## src/rtl/mem_arbiter.sv

```systemverilog
// mem_arbiter: two-requester arbiter sharing one local memory port between
// the CPU and the DDMA engine. Round-robin per beat, optional per-requester
// lock for bursts, bounded by MAX_BURST. The memory command is registered
// (one pipeline stage); read data is returned to the requester that issued it.
//
// Ports:
//   clock, reset            single clock, synchronous active-high reset
//   cpu_*/dma_*             requester side: req, we, lock, addr, wdata in;
//                           gnt, rvalid, rdata out
//   mem_en/we/addr/wdata    registered memory command
//   mem_rdata               memory read data, valid 1 cycle after a read strobe
//   stat_cpu_wait/stat_dma_wait/stat_forced
//                           optional saturating counters, present only when
//                           MEM_ARB_STATS_EN is defined
//
// state   | meaning
// IDLE    | no beat granted last cycle
// CPU_OWN | last granted beat belonged to the CPU
// DMA_OWN | last granted beat belonged to the DDMA

module mem_arbiter #(
   parameter int MEMORY_BUS_WIDTH = 32,
   parameter int ADDR_WIDTH       = 32,
   parameter int MAX_BURST        = 16
) (
   input  logic                        clock,
   input  logic                        reset,
   input  logic                        cpu_req,
   input  logic                        cpu_we,
   input  logic                        cpu_lock,
   input  logic [ADDR_WIDTH-1:0]       cpu_addr,
   input  logic [MEMORY_BUS_WIDTH-1:0] cpu_wdata,
   output logic                        cpu_gnt,
   output logic                        cpu_rvalid,
   output logic [MEMORY_BUS_WIDTH-1:0] cpu_rdata,
   input  logic                        dma_req,
   input  logic                        dma_we,
   input  logic                        dma_lock,
   input  logic [ADDR_WIDTH-1:0]       dma_addr,
   input  logic [MEMORY_BUS_WIDTH-1:0] dma_wdata,
   output logic                        dma_gnt,
   output logic                        dma_rvalid,
   output logic [MEMORY_BUS_WIDTH-1:0] dma_rdata,
   output logic                        mem_en,
   output logic                        mem_we,
   output logic [ADDR_WIDTH-1:0]       mem_addr,
   output logic [MEMORY_BUS_WIDTH-1:0] mem_wdata,
`ifdef MEM_ARB_STATS_EN
   output logic [31:0]                 stat_cpu_wait,
   output logic [31:0]                 stat_dma_wait,
   output logic [15:0]                 stat_forced,
`endif
   input  logic [MEMORY_BUS_WIDTH-1:0] mem_rdata
);

   typedef enum logic [1:0] {IDLE, CPU_OWN, DMA_OWN} state_t;

   localparam logic [7:0] BURST_MAX = 8'(MAX_BURST);

   state_t     state;
   logic [7:0] burst_cnt;
   logic       rr_last_dma;
   logic       grant_cpu;
   logic       grant_dma;
   logic       cmd_dma;
   logic       rd_pend;
   logic       rd_dma;

   // Reset gates the grant so no beat is accepted while reset is asserted.
   always_comb begin
      grant_cpu = 1'b0;
      grant_dma = 1'b0;
      if (!reset) begin
         if (state == CPU_OWN && cpu_req) begin
            if (dma_req && !(cpu_lock && burst_cnt < BURST_MAX)) grant_dma = 1'b1;
            else                                                grant_cpu = 1'b1;
         end else if (state == DMA_OWN && dma_req) begin
            if (cpu_req && !(dma_lock && burst_cnt < BURST_MAX)) grant_cpu = 1'b1;
            else                                                grant_dma = 1'b1;
         end else if (cpu_req && dma_req) begin
            grant_cpu = rr_last_dma;
            grant_dma = !rr_last_dma;
         end else begin
            grant_cpu = cpu_req;
            grant_dma = dma_req;
         end
      end
   end

   assign cpu_gnt = grant_cpu;
   assign dma_gnt = grant_dma;

   always_ff @(posedge clock) begin
      if (reset) begin
         state       <= IDLE;
         burst_cnt   <= 8'd0;
         rr_last_dma <= 1'b1;
      end else if (grant_cpu) begin
         if (state == CPU_OWN) begin
            if (burst_cnt < BURST_MAX) burst_cnt <= burst_cnt + 8'd1;
         end else begin
            burst_cnt   <= 8'd1;
            rr_last_dma <= 1'b0;
         end
         state <= CPU_OWN;
      end else if (grant_dma) begin
         if (state == DMA_OWN) begin
            if (burst_cnt < BURST_MAX) burst_cnt <= burst_cnt + 8'd1;
         end else begin
            burst_cnt   <= 8'd1;
            rr_last_dma <= 1'b1;
         end
         state <= DMA_OWN;
      end else begin
         state     <= IDLE;
         burst_cnt <= 8'd0;
      end
   end

   // Command register plus the one-cycle read tag that follows a read strobe.
   always_ff @(posedge clock) begin
      if (reset) begin
         mem_en    <= 1'b0;
         mem_we    <= 1'b0;
         mem_addr  <= '0;
         mem_wdata <= '0;
         cmd_dma   <= 1'b0;
         rd_pend   <= 1'b0;
         rd_dma    <= 1'b0;
      end else begin
         mem_en <= grant_cpu | grant_dma;
         mem_we <= (grant_cpu & cpu_we) | (grant_dma & dma_we);
         if (grant_cpu) begin
            mem_addr  <= cpu_addr;
            mem_wdata <= cpu_wdata;
            cmd_dma   <= 1'b0;
         end else if (grant_dma) begin
            mem_addr  <= dma_addr;
            mem_wdata <= dma_wdata;
            cmd_dma   <= 1'b1;
         end
         rd_pend <= mem_en & ~mem_we;
         rd_dma  <= cmd_dma;
      end
   end

   assign cpu_rvalid = rd_pend & ~rd_dma;
   assign dma_rvalid = rd_pend & rd_dma;
   assign cpu_rdata  = cpu_rvalid ? mem_rdata : '0;
   assign dma_rdata  = dma_rvalid ? mem_rdata : '0;

`ifdef MEM_ARB_STATS_EN
   logic forced;

   // A switch forced by the burst limit: both requesting, owner locked, limit hit.
   assign forced = cpu_req && dma_req && burst_cnt >= BURST_MAX &&
                   ((state == CPU_OWN && cpu_lock) || (state == DMA_OWN && dma_lock));

   always_ff @(posedge clock) begin
      if (reset) begin
         stat_cpu_wait <= '0;
         stat_dma_wait <= '0;
         stat_forced   <= '0;
      end else begin
         if (cpu_req && !grant_cpu && stat_cpu_wait != '1) stat_cpu_wait <= stat_cpu_wait + 32'd1;
         if (dma_req && !grant_dma && stat_dma_wait != '1) stat_dma_wait <= stat_dma_wait + 32'd1;
         if (forced && stat_forced != '1)                  stat_forced   <= stat_forced + 16'd1;
      end
   end
`endif

endmodule
```

## config.mk

```make
export PLATFORM = sky130hd
export DESIGN_NAME = mem_arbiter
export DESIGN_NICKNAME = d
export VERILOG_FILES = /design/src/rtl/mem_arbiter.sv
export SDC_FILE = /design/constraint.sdc
export NUM_CORES = 1
export LEC_CHECK = 0
export CORE_MARGIN = 3
export CORE_UTILIZATION = 25
export CTS_CLUSTER_DIAMETER = 100
export DETAILED_ROUTE_END_ITERATION = 10
export HOLD_SLACK_MARGIN = 0.02
export PLACE_DENSITY_LB_ADDON = 0.1
export RECOVER_POWER = 25
export SYNTH_ARGS = -nofsm -noshare
export SYNTH_HDL_FRONTEND = slang
export SYNTH_SLANG_ARGS = --single-unit
export TNS_END_PERCENT = 100
```

## constraint.sdc

```tcl
create_clock -name clock -period 3.1 [get_ports clock]
set_clock_uncertainty 0.15 [all_clocks]
set_input_delay 0.465 -clock clock [delete_from_list [all_inputs] [get_ports clock]]
set_output_delay 0.465 -clock clock [all_outputs]
set_load 0.01 [all_outputs]
```

==> out/metrics.sh <==
SYNTH_EDF_COUNT=0
TYPE_OF_ELEMENT_CAPTURING_THE_CRITICAL_PATH='primary output'
CRITICAL_PATH.CELL_CHAIN='or4_1, o221ai_2, a21boi_4, nor2_1, clkdlybuf4s50_1'
YS_TOP_CELLS_BY_AREA='sky130_fd_sc_hd__dfxtp_1 (33%), sky130_fd_sc_hd__o211ai_1 (6.8%), sky130_fd_sc_hd__mux2i_1 (6.6%), sky130_fd_sc_hd__o211a_1 (6.4%), sky130_fd_sc_hd__o2111ai_1 (5.9%)'
AREA.GROWTH.SYNTH_TO_FINAL_PCT=72.6
FLOORPLAN.CORE_AREA_UM2=19000
POST_SYNTH_FA_HA_MAJ_AREA_FRACTION_PCT=0.256
SYN-INSTANCE-COUNT=531
VDD_IR_DROP_MAX_V=0.000247
DRIVE_ABOVE_1_SHARE_PCT=7.88
VIAS_PER_CELL=4.97
DRT-INITIAL-DRC-COUNT=268
ASYNC_FLOP_SHARE_PCT=0
SETUP.WORST_PATH.CLASS='register to primary output'
POSTLAYOUTCOREUTIL_PCT=44.5
MIN_DELAY_PATH_DEPTH=1
SETUP_VIOLATIONS=0
FINAL.SETUP.TNS_NS=0
CAP_VIOLATIONS=0
CRITPATHLAUNCHTYPE='register'
CRITICAL_PATH_PEAK_FANOUT=4
SYNTH_TOP_CELLS_BY_COUNT='sky130_fd_sc_hd__dfxtp_1 (80), sky130_fd_sc_hd__o211ai_1 (44), sky130_fd_sc_hd__clkbuf_1 (41)'
SYNTH-XOR-AREA-SHARE_PCT=0.538
REPORT.POWER.TOTAL_W=0.00339
DIE-HEIGHT_UM=146
CTS_INSERTED_BUFFERS=9
GRT-OVFL-TOTAL=0
POWER_DENSITY_nW_PER_UM2=402
CTS.HTREE.LEVELS=3
SYNTHDISTINCTLIBCELLS=48
SYNTH-SEQ-AREA-SHARE_PCT=32.8
TIMING.HOLD.WORST.START='mem_we'
SIMPLE_LOGIC_CELL_FRACTION_OF_THE_SYNTHESIZED_AREA_PCT=16.2
FIRST_PASS_GRT_WIRE_LENGTH_UM=32400
SYNTH.LARGEST_AREA_CELL='sky130_fd_sc_hd__dfxtp_1'
DIEWIDTH_UM=146
TIMING.FINAL.WS_SETUP_NS=0.111
WORST_HOLD_PATH_TYPE='register to register'
WORST_R2R_STARTPOINT='burst_cnt[7]'
NETS=964
SYNTH.AREA.MUX_SHARE_PCT=6.56
FP-ROW-COUNT=50
MAPPEDNETLISTNETS=700
FIRST_GLOBAL_VIAS=5422
POSTCTSSETUPREPAIRBUFS=0
IOS=302
MAXSLEWHEADROOM_PCT=47.0
POST_CTS_HOLD_BUFFER_COUNT=0
TIMING.FMAX_MHz=335
FINAL.PERIOD_UTILIZATION_PCT=96.4
DETAIL_ROUTE.DRC_VIOLATIONS=0
OUTCOME='completed'
CRITICAL_PATH.SLOWEST_CELL='sky130_fd_sc_hd__or4_1'
SETUP_REPAIR_AFTER_GLOBAL_ROUTING_MISSED_ITS_MARGIN='no'
INITIAL_CORE_UTIL_PCT=25.8
DIE_AREA_UM2=21200
CTS_SINKS=80
CLK_PIN_SLEW_NS=0.06
POSTSYNTHREGISTERBITS=80
POST_DRT_WL_PER_CELL_UM=19.6
YOSYSMOSTFREQUENTCELL='sky130_fd_sc_hd__dfxtp_1'
LARGEST_NET_DEGREE_AT_THE_START_OF_GLOBAL_ROUTING=81
SYN-MEAN-INSTANCE-AREA_UM2=9.20
PORT_BUFFERS=301
CLKLATENCYLATEPIN_NS=0.34
WORST-R2R-CELL-COUNT=5
CLOCKROOTBUFFER='sky130_fd_sc_hd__clkbuf_16'
YOSYS.AREA.TOP_TYPE_SHARE_PCT=32.8
TIMING.RR.END='mem_wdata[15]'
HOLD_VIOL_FINAL=0
TIGHTEST_PIN_TRANSITION_NS=0.796
COMBINATIONAL_FAMILY_WITH_THE_MOST_AREA_AFTER_SYNTHESIS='compound AO/OA/AOI/OAI gates'
SLEW_VIOL_FINAL=0
SYNTH-WARNING-COUNT=0
POST-ROUTE-MIN-PERIOD_NS=2.99
WORST_CASE_HOLD_PATH_END_POINT='rd_pend'
NUMBER_OF_ANTENNA_VIOLATIONS_AT_THE_FIRST_CHECK_IN_GLOBAL_ROUTING=2
SETUP.REG_TO_REG.WORST_SLACK_NS=0.46
P_LEAK_nW=3.47
NUMBER_OF_ITERATIONS_IN_THE_FIRST_DETAILED_ROUTING_PASS=4
CP_SLOWEST_STAGE_DELAY_NS=0.63
GRT_USE_TOTAL_PCT=19.0
SYNTH_COMPOUND_GATE_AREA_SHARE_PCT=33.7
CTSLONGESTPATHBUFFERS=2
DOMINANTREGCELLSYNTH='sky130_fd_sc_hd__dfxtp_1'
POSTROUTEWIRELENGTH_UM=20800
CTS_TREE='built'
DETAILROUTE.VIA_COUNT=5268
GP_CONGESTION=0.817
PRE_CTS_WS_NS=0.157
TIMING.CRITICAL_PATH.ARRIVAL_NS=2.37
SYNTH.CELL_AREA_UM2=4880
WORST_EP_REQUIRED_TIME_NS=2.48
ANTENNA_LEFT=0
DETAILED_PLACEMENT_HPWL_UM=15200
[state kept, by name (all words and copies together) (netlist names)]
register and cells:
burst_cnt 8, state 2, mem_wdata 32, mem_en 1
mem_we 1, rd_pend 1, rr_last_dma 1, rd_dma 1
cmd_dma 1, mem_addr 32
[critical path, delay by kind of cell, from the launching register on]
| kind | cells | cell delay [ns] |
|---|---|---|
| and+or+nand+nor | 2 | 0.73 |
| buffers and inverters | 1 | 0.55 |
| AOI/OAI and AO/OA | 2 | 0.44 |
| DFF | 1 | 0.31 |
[worst max-delay path by stage]
stage / start / endpoint / slack, ns / cells after the start
after detailed placement: dma_lock / dma_gnt / 0.16 / 5
after global placement: dma_lock / dma_gnt / 0.21 / 5
after global routing: burst_cnt[7] / cpu_gnt / 0.03 / 5
final: burst_cnt[7] / cpu_gnt / 0.11 / 5
after floorplan: burst_cnt[7] / cpu_gnt / 0.78 / 7
after CTS: burst_cnt[7] / dma_gnt / 0.07 / 4
[stage by stage]
step	hold WS [ns]	instances	instance area (um2)
2_1_floorplan	0.298	531	4880
3_3_place_gp	0.276	1044	8100
3_5_place_dp	0.285	1044	8100
4_1_cts	0.294	1059	8430
5_1_grt	0.311	1061	8430
6_report	0.278	1061	8430
[logic make-up after synthesis]
family / count (synthesis)
flip-flops: 80
AND/OR/NAND/NOR: 128
adder cells (fa/ha/maj): 1
AO/OA/AOI/OAI: 183
buffers and inverters: 104
XOR/XNOR: 3
multiplexers: 32
[per-layer routing]
metal	wire, um	global-route usage (%)	up-vias	part of all wire (%)
li1	-	-	2551	-
met1	8330	22.4	2477	40
met2	10400	33.3	217	50
met3	1510	5.39	23	7.3
met4	542	6.41	0	2.6
met5	0	0	-	0
[layout by cell type (no fill, tap or decap), types with 9 or more instances in the layout]
master                            instances
sky130_fd_sc_hd__o2111ai_1               33
sky130_fd_sc_hd__and3_1                  32
sky130_fd_sc_hd__mux2i_1                 32
sky130_fd_sc_hd__and2_1                  33
sky130_fd_sc_hd__clkdlybuf4s50_1        251
sky130_fd_sc_hd__dlygate4sd3_1           48
sky130_fd_sc_hd__buf_4                   16
sky130_fd_sc_hd__nor2b_1                 38
sky130_fd_sc_hd__clkbuf_16                9
sky130_fd_sc_hd__o211a_1                 31
sky130_fd_sc_hd__dfxtp_1                 80
sky130_fd_sc_hd__inv_1                   34
sky130_fd_sc_hd__o211ai_2                20
sky130_fd_sc_hd__o311ai_1                25
sky130_fd_sc_hd__o211ai_1                44
[where the power goes]
part | switching (W) | leakage, nW | internal (W) | total [W]
Sequential | 0.0000530 | 0.664 | 0.00113 | 0.00119
Clock | 0.000451 | 0.155 | 0.000724 | 0.00117
Combinational | 0.000476 | 2.65 | 0.000555 | 0.00103
Total | 0.000981 | 3.47 | 0.00241 | 0.00339
[what timing repair did]
item	CTS	global route
gates resized for setup	1	1
setup endpoints to repair	1	1
pin swaps	0	0
[layout make-up]
type / instances / area, um2
Clock inverter: 5 / 81.3
Clock buffer: 10 / 239
Tap cell: 260 / 325
Multi-Input combinational cell: 347 / 2830
Antenna cell: 2 / 5.00
Sequential cell: 80 / 1600
Timing Repair Buffer: 322 / 3210
Fill cell: 1865 / 10500
Inverter: 35 / 131
Note: power is estimated with default switching activity, not from simulation.
